`src/rtl/logic_op_arbiter.sv`:
```
// Round-robin shared evaluator of Verilog logical ops (!, &&, ||) on dual-rail 4-state operands.
// One-entry result buffer with valid/ready on both sides; saturating per-requester handoff counters.
module logic_op_arbiter #(
  parameter int W1    = 3,
  parameter int W2    = 4,
  parameter int CNT_W = 16
) (
  input  logic             clk,
  input  logic             rst,
  input  logic             a_valid,
  output logic             a_ready,
  input  logic [1:0]       a_op,
  input  logic [W1-1:0]    a_val1,
  input  logic [W1-1:0]    a_x1,
  input  logic [W2-1:0]    a_val2,
  input  logic [W2-1:0]    a_x2,
  input  logic             b_valid,
  output logic             b_ready,
  input  logic [1:0]       b_op,
  input  logic [W1-1:0]    b_val1,
  input  logic [W1-1:0]    b_x1,
  input  logic [W2-1:0]    b_val2,
  input  logic [W2-1:0]    b_x2,
  output logic             res_valid,
  input  logic             res_ready,
  output logic             res_val,
  output logic             res_x,
  output logic             res_id,
  output logic [CNT_W-1:0] a_count,
  output logic [CNT_W-1:0] b_count
);

  typedef enum logic {EMPTY = 1'b0, FULL = 1'b1} state_t;

  state_t           state_q, state_d;
  logic             ptr_q, ptr_d;        // 1: B has priority on the next tie
  logic             res_val_q, res_val_d;
  logic             res_x_q, res_x_d;
  logic             res_id_q, res_id_d;
  logic [CNT_W-1:0] a_count_q, a_count_d;
  logic [CNT_W-1:0] b_count_q, b_count_d;

  logic          can_accept, grant_a, grant_b, accept, handoff;
  logic [1:0]    sel_op;
  logic [W1-1:0] sel_val1, sel_x1;
  logic [W2-1:0] sel_val2, sel_x2;
  logic          t1, f1, t2, f2;
  logic          new_val, new_x;

  always_comb begin
    can_accept = (state_q == EMPTY) || res_ready;
    grant_a    = !rst && can_accept && a_valid && (!b_valid || !ptr_q);
    grant_b    = !rst && can_accept && b_valid && (!a_valid || ptr_q);
    accept     = grant_a || grant_b;
    handoff    = (state_q == FULL) && res_ready;

    sel_op   = grant_b ? b_op   : a_op;
    sel_val1 = grant_b ? b_val1 : a_val1;
    sel_x1   = grant_b ? b_x1   : a_x1;
    sel_val2 = grant_b ? b_val2 : a_val2;
    sel_x2   = grant_b ? b_x2   : a_x2;

    // An operand is TRUE on any known 1, FALSE only when fully known and all 0.
    t1 = |(sel_val1 & ~sel_x1);
    f1 = ~|(sel_val1 | sel_x1);
    t2 = |(sel_val2 & ~sel_x2);
    f2 = ~|(sel_val2 | sel_x2);

    new_val = 1'b0;
    new_x   = 1'b0;
    case (sel_op)
      2'b00: begin
        new_val = f1;
        new_x   = !t1 && !f1;
      end
      2'b01: begin
        new_val = f2;
        new_x   = !t2 && !f2;
      end
      2'b10: begin
        new_val = !(f1 || f2) && t1 && t2;
        new_x   = !(f1 || f2) && !(t1 && t2);
      end
      default: begin
        new_val = t1 || t2;
        new_x   = !(t1 || t2) && !(f1 && f2);
      end
    endcase

    state_d   = state_q;
    if (accept)
      state_d = FULL;
    else if (handoff)
      state_d = EMPTY;

    ptr_d     = accept ? grant_a : ptr_q;
    res_val_d = accept ? new_val : res_val_q;
    res_x_d   = accept ? new_x   : res_x_q;
    res_id_d  = accept ? grant_b : res_id_q;

    a_count_d = a_count_q;
    b_count_d = b_count_q;
    if (handoff && !res_id_q && (a_count_q != {CNT_W{1'b1}}))
      a_count_d = a_count_q + CNT_W'(1);
    if (handoff && res_id_q && (b_count_q != {CNT_W{1'b1}}))
      b_count_d = b_count_q + CNT_W'(1);
  end

  always_ff @(posedge clk) begin
    if (rst) begin
      state_q   <= EMPTY;
      ptr_q     <= 1'b0;
      res_val_q <= 1'b0;
      res_x_q   <= 1'b0;
      res_id_q  <= 1'b0;
      a_count_q <= '0;
      b_count_q <= '0;
    end else begin
      state_q   <= state_d;
      ptr_q     <= ptr_d;
      res_val_q <= res_val_d;
      res_x_q   <= res_x_d;
      res_id_q  <= res_id_d;
      a_count_q <= a_count_d;
      b_count_q <= b_count_d;
    end
  end

  assign a_ready   = grant_a;
  assign b_ready   = grant_b;
  assign res_valid = (state_q == FULL);
  assign res_val   = res_val_q;
  assign res_x     = res_x_q;
  assign res_id    = res_id_q;
  assign a_count   = a_count_q;
  assign b_count   = b_count_q;

endmodule

```
`config.mk`:
```
export PLATFORM = sky130hd
export DESIGN_NAME = logic_op_arbiter
export DESIGN_NICKNAME = d
export VERILOG_FILES = /design/src/rtl/logic_op_arbiter.sv
export SDC_FILE = /design/constraint.sdc
export NUM_CORES = 1
export LEC_CHECK = 0
export BUFFER_PORTS_ARGS = -buffer_cell sky130_fd_sc_hd__buf_2
export CAP_MARGIN = 20
export CORE_MARGIN = 2
export CORE_UTILIZATION = 55
export CTS_BUF_LIST = sky130_fd_sc_hd__clkbuf_4 sky130_fd_sc_hd__clkbuf_8
export CTS_CLUSTER_SIZE = 30
export DETAILED_ROUTE_END_ITERATION = 12
export HOLD_SLACK_MARGIN = 0.06
export MAX_ROUTING_LAYER = met4
export PLACE_DENSITY_LB_ADDON = 0.12
export SLEW_MARGIN = 15
export SYNTH_ARGS = -nofsm -noshare
export SYNTH_HDL_FRONTEND = slang
export SYNTH_SLANG_ARGS = --single-unit
export TNS_END_PERCENT = 5
```
`constraint.sdc`:
```
create_clock -name clk -period 3.5 [get_ports clk]
set_input_delay 0.7 -clock clk [delete_from_list [all_inputs] [get_ports clk]]
set_output_delay 0.7 -clock clk [all_outputs]
set_load 0.01 [all_outputs]
```
==> results_dict.tcl, run 1 <==
set metrics [dict create \
    status "completed" \
    diodes 0 \
    ant_nets 0 \
    slew_headroom_pct 54.9 \
    crit_path_start_kind "primary input" \
    grt_pass1_wl_mm 7.84 \
    finalHoldViolCount 0 \
    skew_ps 5.95 \
    pwr-share-comb_pct 11.1 \
    final_common_cell "buf_2" \
    grt_max_degree 34 \
    portBuffers 74 \
    cap_violations 0 \
    synth_seq_cells 37 \
    initialDrtViolationCount 137 \
    dieWidth_um 64.9 \
    p_leak_nw 1.19 \
    holdPathEnd "res_id" \
    p_per_area_mw_per_mm2 349 \
    cts_htree_levels 2 \
    cts_buffers 5 \
    rr_worst_depth 5 \
    final_util_pct 70.6 \
    cts_sinks 37 \
    wl_per_cell_um 11.9 \
    pre_cts_ws_ps 559 \
    slew_violations 0 \
    path_class "in -> out" \
    area.growth.synth_to_final_pct 25.0 \
    r2r_slack_ps 1430 \
    fillerInstances 325 \
    post_cts_resized 0 \
    cts_post_setup_buffers_inserted 0 \
    core_mm2 0.00361 \
    num_io_pins 75 \
    critPathMaxFanout 12 \
    setup_ws_ps 1050 \
    ys_types 44 \
    cp-end-kind "output port" \
    routed_via_density 5.30 \
    design_area_mm2 0.00255 \
    max_stage_delay_ps 550 \
    cts_tree "done" \
    fin_hold_ws_ps 545 \
    final_cell_mix "buf_2 (74), nor2_1 (41), dfxtp_1 (37), xor2_1 (19), nand3_1 (18)" \
    synth_nets 285 \
    cts-root-buf "clkbuf_8" \
    hpwl_mm 3.29 \
    yosysTopAreaCell "dfxtp_1" \
    finalCritPeriodShare_pct 69.9 \
    p_sw_share_pct 23.2 \
    place_area_mm2 0.00244 \
    nets 359 \
    crit_family "compound AO/OA/AOI/OAI gates" \
    ys_seq_area_share_pct 36.3 \
    p_clk_share_pct 39.9 \
    worstReg2RegStart "ptr_q" \
    die_h_um 64.9 \
    syn_area_mm2 0.00204 \
    avgSynthCellArea_um2 8.29 \
    cts_buffer_depth 2 \
    min_path_type "reg -> reg" \
    cp_data_required_time_ps 2800 \
    p_int_uw 682 \
    syn_inst 246 \
    synth_top_area_share_pct 36.3 \
    yosys-top-cells-area "dfxtp_1 (36%), xor2_1 (8.2%), nor2_1 (7.6%)" \
    max-vdd-ir-drop_v 0.000216 \
    rr_endpoint "res_val" \
    postCtsHoldBufs 0 \
    critPathSlowestCell "o2111ai_2" \
    min_period_ps 2450 \
    drive_above_1_share_pct 30.6 \
    routed_wirelength_mm 4.36 \
    worst_pin_slew_ps 676 \
    gp_congestion 0.820 \
    tns_ps 0 \
    num_rows 22 \
    min_from "res_id" \
    setup_viol 0 \
    clk_pin_slew_ps 70 \
    drc_errors 0 \
    start_util_pct 56.5 \
    clk_latency_ps 290 \
    path_buf_inv 4 \
    fmax_mhz 409 \
    grt_pass1_vias 1838 \
    antenna_found_initial 0 \
    overflow 0 \
    grt_use_total_pct 24.1 \
    min_path_cells 1 \
    dieArea_mm2 0.00421 \
    power_switching_uw 206 \
    cp.arrival_ps 1750 \
    firstDrtPassIters 4 \
    yosysWarnings 0 \
    share_seq_of_total_power_pct 49.0 \
    crit_chain "buf_2 > inv_1 > o2111ai_2 > inv_1 > buf_2" \
    via_count 1950 \
    rsz0062_at_grt "no" \
]
==> layout make-up <==
class | count | area [um^2] | area share (%)
timing repair buffer | 75 | 378 | 14.8
tap | 48 | 60.1 | 2.36
clock buffer | 5 | 68.8 | 2.70
clock inverter | 2 | 35.0 | 1.38
inverter | 14 | 52.6 | 2.06
multi-input combinational | 187 | 1210 | 47.6
sequential | 37 | 741 | 29.1
==> flip-flops by register name, summed over array words and instances (netlist names) <==
| register | count |
|---|---|
| a_count | 16 |
| b_count | 16 |
| ptr_q | 1 |
| res_id | 1 |
| res_val | 1 |
| res_valid | 1 |
| res_x | 1 |
==> power groups by stage <==
stage / logic, mW / registers (mW) / clock network [mW]
floorplan: 0.0535 / 0.446 / 0
global placement: 0.0953 / 0.445 / 0
detailed placement: 0.0980 / 0.444 / 0
CTS: 0.0980 / 0.435 / 0.359
global route: 0.110 / 0.436 / 0.382
finish: 0.0984 / 0.435 / 0.355
==> worst reg2reg max path, delay by kind of cell, from the launching register on <==
| kind | cells | cell delay (ps) |
|---|---|---|
| flip-flops | 1 | 340 |
| adder cells (fa/ha/maj) | 1 | 350 |
| AO/OA/AOI/OAI | 2 | 670 |
| multiplexers | 2 | 600 |
==> per-stage QoR <==
step | power, mW | instances
6_report | 0.888 | 368
5_1_grt | 0.928 | 368
4_1_cts | 0.891 | 368
3_5_place_dp | 0.542 | 361
3_3_place_gp | 0.540 | 361
2_1_floorplan | 0.500 | 246
==> cell usage after synthesis, drive strengths merged <==
master    n
nor2     41
dfxtp    37
xor2     19
nand3    18
nand2    16
inv      14
mux2i    10
nand4     9
xnor2     8
and3      7
nor2b     6
nor3      6
a21oi     5
and4      5
buf       5
nor4      5
a2111oi   3
clkbuf    3
mux2      3
nand2b    3
a222oi    2
a31o      2
ha        2
nor3b     2
o21ai     2
a211oi    1
a311oi    1
a31oi     1
and2      1
maj3      1
nand3b    1
o2111ai   1
o21bai    1
o221a     1
o41ai     1
or2       1
or3       1
or4       1
==> how the worst max path moves through the flow <==
stage / from / endpoint / slack, ps / cells after the start
floorplan: rst / res_x / 1310 / 8
global placement: a_valid / res_val / 650 / 7
detailed placement: a_valid / res_val / 560 / 7
CTS: a_valid / b_ready / 650 / 5
global route: a_valid / b_ready / 920 / 5
finish: a_valid / b_ready / 1050 / 5
==> layer usage <==
metal	share of wire (%)	track usage, %
met4	1.5	7.98
met2	46	40.1
met5	0	-
met3	4.8	5.56
met1	47	28.8
==> cell families (layout without fill, tap and decap cells) <==
kind of cell             after synthesis  count (layout)  share of synthesized area [%]
multiplexers                          13              13                           6.57
buffers and inverters                 22              96                           4.48
adder cells (fa/ha/maj)                3               3                           1.72
AND/OR/NAND/NOR                      123             123                           30.6
XOR/XNOR                              27              27                           11.6
flip-flops                            37              37                           36.3
AO/OA/AOI/OAI                         21              21                           8.66
Note: power is estimated with default switching activity, not from simulation.
==> run 2, diff against run 1 <==
--- a/config.mk
+++ b/config.mk
@@ -8,7 +8,7 @@
 export BUFFER_PORTS_ARGS = -buffer_cell sky130_fd_sc_hd__buf_2
 export CAP_MARGIN = 20
 export CORE_MARGIN = 2
-export CORE_UTILIZATION = 55
+export CORE_UTILIZATION = 46
 export CTS_BUF_LIST = sky130_fd_sc_hd__clkbuf_4 sky130_fd_sc_hd__clkbuf_8
 export CTS_CLUSTER_SIZE = 30
 export DETAILED_ROUTE_END_ITERATION = 12
==> constraint.sdc (replaced) <==
create_clock -name clk -period 2.2 [get_ports clk]
set_input_delay 0.44 -clock clk [delete_from_list [all_inputs] [get_ports clk]]
set_output_delay 0.44 -clock clk [all_outputs]
set_load 0.01 [all_outputs]
==> run 2 against run 1 <==
  * Highest routed layer unchanged
  * Utilization shrank 9.6 points
  * Power increased by 76%
  * Count of clock-buffer cells in the layout stayed put
  * Combinational power increased by 64%
  * Non-clock buffer count is 8 higher
  * Wire length up 6.7%
  * Die area up 18%
  * Cell count up 3.5%
  * First-iteration DRC count is 20% lower
  * Sequential power rose by 59%
  * Sequential cell count is the same
  * Setup slack lost 810 ps
==> results_dict.tcl, run 2 (synthesis gave the netlist of run 1 again) <==
set metrics [dict create \
    status "completed" \
    p_clk_share_pct 45.4 \
    portBuffers 74 \
    min_period_ps 1960 \
    overflow 0 \
    cts_tree "done" \
    area.growth.synth_to_final_pct 29.5 \
    cts_buffer_depth 2 \
    drc_errors 0 \
    max-vdd-ir-drop_v 0.000300 \
    die_h_um 70.6 \
    initialDrtViolationCount 110 \
    clk_pin_slew_ps 80 \
    grt_max_degree 34 \
    dieWidth_um 70.6 \
    share_seq_of_total_power_pct 44.3 \
    cp.arrival_ps 2130 \
    diodes 0 \
    slew_violations 0 \
    routed_wirelength_mm 4.66 \
    finalCritPeriodShare_pct 89.0 \
    grt_use_total_pct 19.3 \
    cts_sinks 37 \
    cts-root-buf "clkbuf_8" \
    dieArea_mm2 0.00498 \
    hpwl_mm 3.57 \
    post_cts_resized 0 \
    power_switching_uw 348 \
    cp_data_required_time_ps 2370 \
    via_count 1997 \
    cts_post_setup_buffers_inserted 0 \
    gp_congestion 0.807 \
    clk_latency_ps 290 \
    crit_family "simple AND/OR/NAND/NOR gates" \
    wl_per_cell_um 12.2 \
    rsz0062_at_grt "no" \
    final_cell_mix "buf_2 (74), nor2_1 (41), dfxtp_1 (37), xor2_1 (19), nand3_1 (18)" \
    place_area_mm2 0.00250 \
    cts_buffers 5 \
    core_mm2 0.00432 \
    ant_nets 0 \
    p_per_area_mw_per_mm2 592 \
    critPathMaxFanout 6 \
    slew_headroom_pct 63.4 \
    placed_cells 373 \
    num_rows 24 \
    routed_via_density 5.24 \
    num_io_pins 75 \
    fmax_mhz 511 \
    path_class "reg -> reg" \
    cp-end-kind "register" \
    p_sw_share_pct 22.3 \
    antenna_found_initial 0 \
    grt_pass1_wl_mm 7.65 \
    fin_hold_ws_ps 467 \
    setup_viol 0 \
    min_path_type "in -> reg" \
    crit_path_start_kind "register" \
    drive_above_1_share_pct 32.2 \
    nets 367 \
    p_leak_nw 1.24 \
    worst_pin_slew_ps 535 \
    path_buf_inv 0 \
    pwr-share-comb_pct 10.3 \
    max_stage_delay_ps 670 \
    grt_pass1_vias 1816 \
    stdcell_count 381 \
    firstDrtPassIters 4 \
    start_util_pct 47.1 \
    design_area_mm2 0.00264 \
    skew_ps 6.72 \
    tns_ps 0 \
    p_int_mw 1.22 \
    cap_violations 0 \
    finalHoldViolCount 0 \
    final_common_cell "buf_2" \
    worst_path_most_repeated_cell "nand4_1" \
    crit_chain "nand4_1 > or4_1 > and4_4 > nand4_1 > xor2_1 > nor2_1" \
    critPathSlowestCell "or4_1" \
    postCtsHoldBufs 0 \
    cts_htree_levels 2 \
]
-- run 2: changes by cell type in the layout (fill, tap and decap cells not counted) --
cell	previous run	this run
buf_4	1	9
bufinv_16	1	2
clkinv_2	1	0
inv_6	0	1
o2111ai_1	0	1
o2111ai_2	1	0
-- run 2: per-layer routing --
metal,routed length [um],vias up,track usage [%]
li1,-,1026,-
met1,2250,917,23.2
met2,2140,49,33.1
met3,217,5,3.56
met4,42,0,5.66
met5,0,-,-
-- run 2: power by group through the flow --
stage | logic [mW] | registers (mW) | clock network, mW
6_report | 0.161 | 0.692 | 0.710
5_1_grt | 0.180 | 0.694 | 0.744
2_1_floorplan | 0.0851 | 0.710 | 0
4_1_cts | 0.162 | 0.692 | 0.725
3_5_place_dp | 0.162 | 0.707 | 0
3_3_place_gp | 0.159 | 0.708 | 0
-- run 2: cell type report --
cell class / instances / area (um^2)
fillers: 399 / 1680
multi-input cells: 187 / 1210
flip-flops and latches: 37 / 741
repair buffers: 83 / 438
clock buffers: 5 / 68.8
clock inverters: 3 / 68.8
well taps: 52 / 65.1
inverters: 14 / 52.6
-- run 2: tightest hold or removal path, cell delays in order --
cell and delay (ps):
buf_2 90, inv_2 60, o21ai_0 70, a21oi_1 40
-- run 2: worst paths after layout --
path / from / cells after the start / slack [ps] / to
max: b_count[6] / 6 / 240 / b_count[6]
max reg2reg: b_count[6] / 6 / 240 / b_count[6]
min reg2reg: b_count[10] / 2 / 540 / b_count[10]
min: rst / 4 / 470 / res_val
-- run 2: stage by stage --
step	total power, mW	util, %	worst slack [ps]
2_1_floorplan	0.795	-	271
3_3_place_gp	0.867	57.9	116
3_5_place_dp	0.869	57.9	63.1
4_1_cts	1.58	61.1	242
5_1_grt	1.62	61.1	99.3
6_report	1.56	61.1	241
